### config.mk
export PLATFORM = sky130hd
export DESIGN_NAME = ma_channel_scheduler
export DESIGN_NICKNAME = d
export VERILOG_FILES = /design/src/rtl/ma_sched_pkg.sv /design/src/rtl/rr_arbiter.sv /design/src/rtl/ma_channel_scheduler.sv
export SDC_FILE = /design/constraint.sdc
export NUM_CORES = 2
export LEC_CHECK = 0
export ABC_AREA = 1
export CAP_MARGIN = 0
export CORE_MARGIN = 3
export CORE_UTILIZATION = 47
export CTS_BUF_LIST = sky130_fd_sc_hd__clkbuf_16
export CTS_CLUSTER_DIAMETER = 200
export CTS_CLUSTER_SIZE = 28
export DETAILED_ROUTE_END_ITERATION = 10
export GPL_TIMING_DRIVEN = 0
export PLACE_DENSITY = 0.71
export SYNTH_ARGS = -nofsm -noshare
export SYNTH_HDL_FRONTEND = slang
export SYNTH_SLANG_ARGS = --single-unit
### constraint.sdc
create_clock -name clk -period 23.9 [get_ports clk]
set_clock_uncertainty 0.2 [all_clocks]
set_input_delay 4.78 -clock clk [delete_from_list [all_inputs] [get_ports clk]]
set_output_delay 4.78 -clock clk [all_outputs]
set_load 0.02 [all_outputs]
### src/rtl/ma_sched_pkg.sv
// Shared types and width helpers for the multi-channel moving-average scheduler.
package ma_sched_pkg;

  localparam int DEF_NUM_CH     = 4;
  localparam int DEF_LOG2N      = 3;
  localparam int DEF_DATA_WIDTH = 16;

  // A 2^n-sample window of DATA_WIDTH samples needs n extra bits of headroom.
  function automatic int acc_width(input int data_width, input int log2n);
    return data_width + log2n;
  endfunction

  localparam int ACC_WIDTH = acc_width(DEF_DATA_WIDTH, DEF_LOG2N);

  typedef logic [$clog2(DEF_NUM_CH)-1:0]  ch_id_t;
  typedef logic signed [DEF_DATA_WIDTH-1:0] sample_t;
  typedef logic signed [ACC_WIDTH-1:0]      acc_t;

endpackage

### src/rtl/rr_arbiter.sv
// Round-robin arbiter: grants the first requester at or after the pointer, wrapping.
module rr_arbiter #(
  parameter int NUM_CH = 4
) (
  input  logic                      clk,
  input  logic                      reset,
  input  logic [NUM_CH-1:0]         req,
  input  logic                      enable,
  input  logic                      advance,
  output logic [NUM_CH-1:0]         grant,
  output logic [$clog2(NUM_CH)-1:0] grant_idx
);

  localparam int CW = $clog2(NUM_CH);
  localparam logic [CW-1:0] PTR_ONE = 1;

  logic [CW-1:0] ptr;
  logic [CW-1:0] idx;
  logic          found;

  always_comb begin
    // NOTE: every output of a combinational block gets a default first so no path leaves it unassigned and infers a latch.
    grant     = '0;
    grant_idx = '0;
    found     = 1'b0;
    idx       = '0;
    for (int i = 0; i < NUM_CH; i++) begin
      idx = ptr + CW'(i);
      if (enable && !found && req[idx]) begin
        found      = 1'b1;
        grant[idx] = 1'b1;
        grant_idx  = idx;
      end
    end
  end

  always_ff @(posedge clk or posedge reset) begin
    // NOTE: registers use non-blocking assignments so every flop samples pre-edge values regardless of statement order.
    if (reset)        ptr <= '0;
    else if (advance) ptr <= grant_idx + PTR_ONE;
  end

endmodule

### src/rtl/ma_channel_scheduler.sv
// Shares one sliding-window sum engine across NUM_CH sample streams, emitting
// one channel-tagged average per accepted sample.
module ma_channel_scheduler
  import ma_sched_pkg::*;
#(
  parameter int NUM_CH     = 4,
  parameter int n          = 3,
  parameter int DATA_WIDTH = 16
) (
  input  logic                         clk,
  input  logic                         reset,
  input  logic [NUM_CH-1:0]            in_valid,
  input  logic [NUM_CH*DATA_WIDTH-1:0] in_data,
  output logic [NUM_CH-1:0]            in_ready,
  input  logic                         clear_valid,
  input  logic [$clog2(NUM_CH)-1:0]    clear_ch,
  output logic                         out_valid,
  input  logic                         out_ready,
  output logic [$clog2(NUM_CH)-1:0]    out_ch,
  output logic [DATA_WIDTH-1:0]        out_avg,
  output logic                         out_warm
);

  localparam int CW    = $clog2(NUM_CH);
  localparam int N     = 1 << n;
  localparam int ACC_W = acc_width(DATA_WIDTH, n);

  localparam logic [n-1:0] WP_ONE    = 1;
  localparam logic [n:0]   FILL_ONE  = 1;
  localparam logic [n:0]   FILL_FULL = N;
  localparam logic [n+1:0] WARM_AT   = N;

  logic [NUM_CH-1:0] clear_mask;
  logic [NUM_CH-1:0] req;
  logic              stall;
  logic              xfer;
  logic [CW-1:0]     sel_ch;

  logic signed [DATA_WIDTH-1:0] ch_sample [NUM_CH];
  logic signed [DATA_WIDTH-1:0] ch_oldest [NUM_CH];
  logic signed [ACC_W-1:0]      ch_sum    [NUM_CH];
  logic [n:0]                   ch_fill   [NUM_CH];

  logic signed [ACC_W-1:0]      new_sum;
  logic signed [DATA_WIDTH-1:0] avg_next;
  logic [n+1:0]                 fill_inc;

  // A channel being flushed drops out of arbitration for that cycle.
  assign clear_mask = clear_valid ? (NUM_CH'(1) << clear_ch) : '0;
  assign req        = in_valid & ~clear_mask;
  assign stall      = out_valid & ~out_ready;
  assign xfer       = |in_ready;

  rr_arbiter #(.NUM_CH(NUM_CH)) u_arb (
    .clk       (clk),
    .reset     (reset),
    .req       (req),
    .enable    (!stall),
    .advance   (xfer),
    .grant     (in_ready),
    .grant_idx (sel_ch)
  );

  assign new_sum  = ch_sum[sel_ch] - ACC_W'(ch_oldest[sel_ch]) + ACC_W'(ch_sample[sel_ch]);
  assign avg_next = DATA_WIDTH'(new_sum >>> n);
  assign fill_inc = {1'b0, ch_fill[sel_ch]} + {{(n+1){1'b0}}, 1'b1};

  for (genvar c = 0; c < NUM_CH; c++) begin : g_ch
    logic signed [DATA_WIDTH-1:0] ring [N];
    logic [n-1:0]                 wp;
    logic [n:0]                   fill;
    logic signed [ACC_W-1:0]      sum;

    assign ch_sample[c] = in_data[c*DATA_WIDTH +: DATA_WIDTH];
    assign ch_oldest[c] = ring[wp];
    assign ch_sum[c]    = sum;
    assign ch_fill[c]   = fill;

    always_ff @(posedge clk or posedge reset) begin
      if (reset) begin
        // NOTE: the ring is flop-based and must reset, since unfilled slots stand in for zero samples in the sum.
        for (int i = 0; i < N; i++) ring[i] <= '0;
        wp   <= '0;
        fill <= '0;
        sum  <= '0;
      end else if (clear_mask[c]) begin
        for (int i = 0; i < N; i++) ring[i] <= '0;
        wp   <= '0;
        fill <= '0;
        sum  <= '0;
      end else if (in_ready[c]) begin
        ring[wp] <= ch_sample[c];
        wp       <= wp + WP_ONE;
        sum      <= new_sum;
        if (fill != FILL_FULL) fill <= fill + FILL_ONE;
      end
    end
  end

  // Output stage holds under back-pressure; a clear never touches it.
  always_ff @(posedge clk or posedge reset) begin
    if (reset) begin
      out_valid <= 1'b0;
      out_ch    <= '0;
      out_avg   <= '0;
      out_warm  <= 1'b0;
    end else if (xfer) begin
      out_valid <= 1'b1;
      out_ch    <= sel_ch;
      out_avg   <= avg_next;
      out_warm  <= (fill_inc >= WARM_AT);
    end else if (!stall) begin
      out_valid <= 1'b0;
    end
  end

endmodule

==> impl_metrics.tcl <==
set metrics [dict create \
    drtAntennaViolNets 0 \
    synth_edf_count 0 \
    syn_avg_cell_area_sq_um 8.94 \
    vias 27400 \
    gp_congestion 0.998 \
    via_per_inst 6.34 \
    drc_errors 0 \
    drt_iter0_markers 3722 \
    utilization_pct 52.6 \
    timing.final.crit_share_pct 55.4 \
    drive_gt1_share_pct 3.99 \
    yosysSeqAreaShare_pct 53.2 \
    synthTopCellsByCount "dfrtp_1 (638), inv_1 (462), o22ai_1 (417)" \
    path_class "primary input to primary output" \
    syn-instance-count 3355 \
    grt_max_degree 124 \
    slew_headroom_pct 27.4 \
    post_cts_buffers 0 \
    cts.clk_slew.worst_paths_ps 110 \
    cts_tree "built" \
    hold_ws_ps 286 \
    timing.rr.end "out_avg[15]" \
    ys_ff_latch 638 \
    initial_core_util_pct 48.1 \
    grt_antenna_before_repair 2 \
    synth_top_cell_by_area "dfrtp_1" \
    arrival_ps 8250 \
    core_sq_um 62400 \
    cts_sinks 638 \
    ios 98 \
    fmax_ghz 0.0756 \
    wl_met3_um 13500 \
    top_layer "met5" \
    fin_tns_setup_ps 0 \
    cts-buffers-inserted 26 \
    drv_cap 0 \
    setup_violations 0 \
    synth_area_sq_um 30000 \
    finalNetCount 3613 \
    setup_ws_ps 10670 \
    startpoint_type "primary input" \
    die_h_um 259 \
    chipWidth_um 259 \
    grt_pass1_vias 26300 \
    status "complete, no violations" \
    cp-end-kind "primary output" \
    syn_nets 3482 \
    first_pass_iters 10 \
    synth_flop_cell "dfrtp_1" \
    placementRows 91 \
    yosysTopAreaCellShare_pct 53.2 \
    cts_resized 0 \
    ctsLongestPathBuffers 3 \
    ys_types 51 \
    gr-usage-all-layers_pct 30.9 \
    wl_met1_um 41800 \
    grt_pass1_wl_um 160000 \
    place_ws_ps 10780 \
    hold_depth 2 \
    drv_slew 0 \
    nFillCells 5967 \
    grt.overflow.total 0 \
    layout_min_cycle_time_ps 13230 \
    crit_fanout 10 \
    htreeDepth 1 \
    yosys_warnings 0 \
    wire_per_inst_um 24.4 \
    post-synth-top-count-cell "dfrtp_1" \
    cts_hold_buf 0 \
    dpl.hpwl_um 76700 \
    rsz0062_at_grt "no" \
    r2r_cells 27 \
    syn_to_final_growth_pct 9.53 \
    clock_latency_ps 620 \
    min_from "out_avg[11]" \
    die-area_sq_um 66900 \
    cts_root_buf "clkbuf_16" \
    worst_pin_slew_ps 1080 \
    cp_data_required_time_ps 18920 \
    port_buffers 97 \
    wirelength_um 105000 \
    r2r_start "u_arb.ptr[0]" \
    hold_viol_final 0 \
    synth_area_leaders "dfrtp_1 (53%), o22ai_1 (8.7%), nand3_1 (6.2%)" \
    holdCritPathClass "flop to flop" \
    route.met2.wl_um 45900 \
    worstHoldEndpoint "out_avg[11]" \
    synthArstFlopShare_pct 100 \
    r2r_slack_ps 17000 \
]
[area by class of cell]
cell class / instances / area, sq um / share of cell area (%)
sequential: 638 / 16000 / 48.6
multi-input combinational: 2040 / 11400 / 34.7
inverter: 478 / 1800 / 5.49
timing repair buffer: 103 / 1120 / 3.40
tap: 837 / 1050 / 3.19
buffer: 199 / 841 / 2.56
clock buffer: 27 / 676 / 2.06
clock inverter: 1 / 8.76 / 0.0267
antenna: 1 / 2.50 / 0.00762
[cells by family after synthesis]
logic type               after synthesis  share of synthesized area [%]
buffers and inverters                677                           8.79
XOR/XNOR                              16                          0.467
AO/OA/AOI/OAI                       1082                           21.6
adder cells (fa/ha/maj)               53                           2.66
AND/OR/NAND/NOR                      889                           13.3
flip-flops                           638                           53.2
[layout by cell type, fill, tap and decap left out, types with 7 or more instances in the layout]
cell             netlist  layout
o21ai_1               82      82
inv_2                 11      11
nand2_1              390     390
clkbuf_16              0      27
fa_1                  18      18
xor2_1                12      12
a21oi_1               62      62
o22ai_1              417     417
a221oi_1              57      57
a31oi_1                7       7
o221ai_1              10      10
buf_2                 63      63
a22oi_1               25      25
o41ai_1                7       7
ha_1                  35      35
inv_1                462     461
o21ai_0              360     360
nand3_1              369     369
o31ai_1               16      16
nor3_1                19      19
nor2_1                74      74
buf_1                 24      24
a41oi_1                8       8
dfrtp_1              638     638
clkdlybuf4s50_1        0      97
clkbuf_1             109     109
[metrics by stage]
step                std cells  instance area, sq um
detailed placement       4294                 32200
global route             4323                 32800
floorplan                3355                 30000
global placement         4289                 32000
CTS                      4322                 32800
finish                   4324                 32800
[how the worst max path moves through the flow]
stage,start,to,cells after the start
after detailed placement,clear_valid,in_ready[0],11
after global routing,clear_valid,in_ready[1],11
final,clear_valid,in_ready[0],11
after global placement,reset,g_ch[1].ring[79],2
after CTS,clear_valid,in_ready[0],11
after floorplan,reset,g_ch[0].fill[0],1
[registers in the layout, indices dropped and copies added (netlist names)]
name       flops
g_ch.fill     16
g_ch.sum      76
out_avg       16
g_ch.ring    512
out_warm       1
g_ch.wp       12
out_valid      1
u_arb.ptr      2
out_ch         2
[critical path: stages]
cell and delay (ps):
clkdlybuf4s50_1 570, nand3_2 500, nand3_1 260, nand3_1 100
nand2_1 130, inv_1 70, nor2_1 150, nand2_2 150
o21ai_2 430, buf_2 410, clkdlybuf4s50_1 670
[layer usage]
| metal | vias to the layer above | GRT usage [%] |
|---|---|---|
| li1 | 12000 | - |
| met1 | 13400 | 42.8 |
| met2 | 1696 | 46.4 |
| met3 | 291 | 9.05 |
| met4 | 4 | 11.1 |
| met5 | - | 0 |
Power is not shown: default switching activity piles up to over one toggle a cycle in this logic, so the estimate is an artifact.
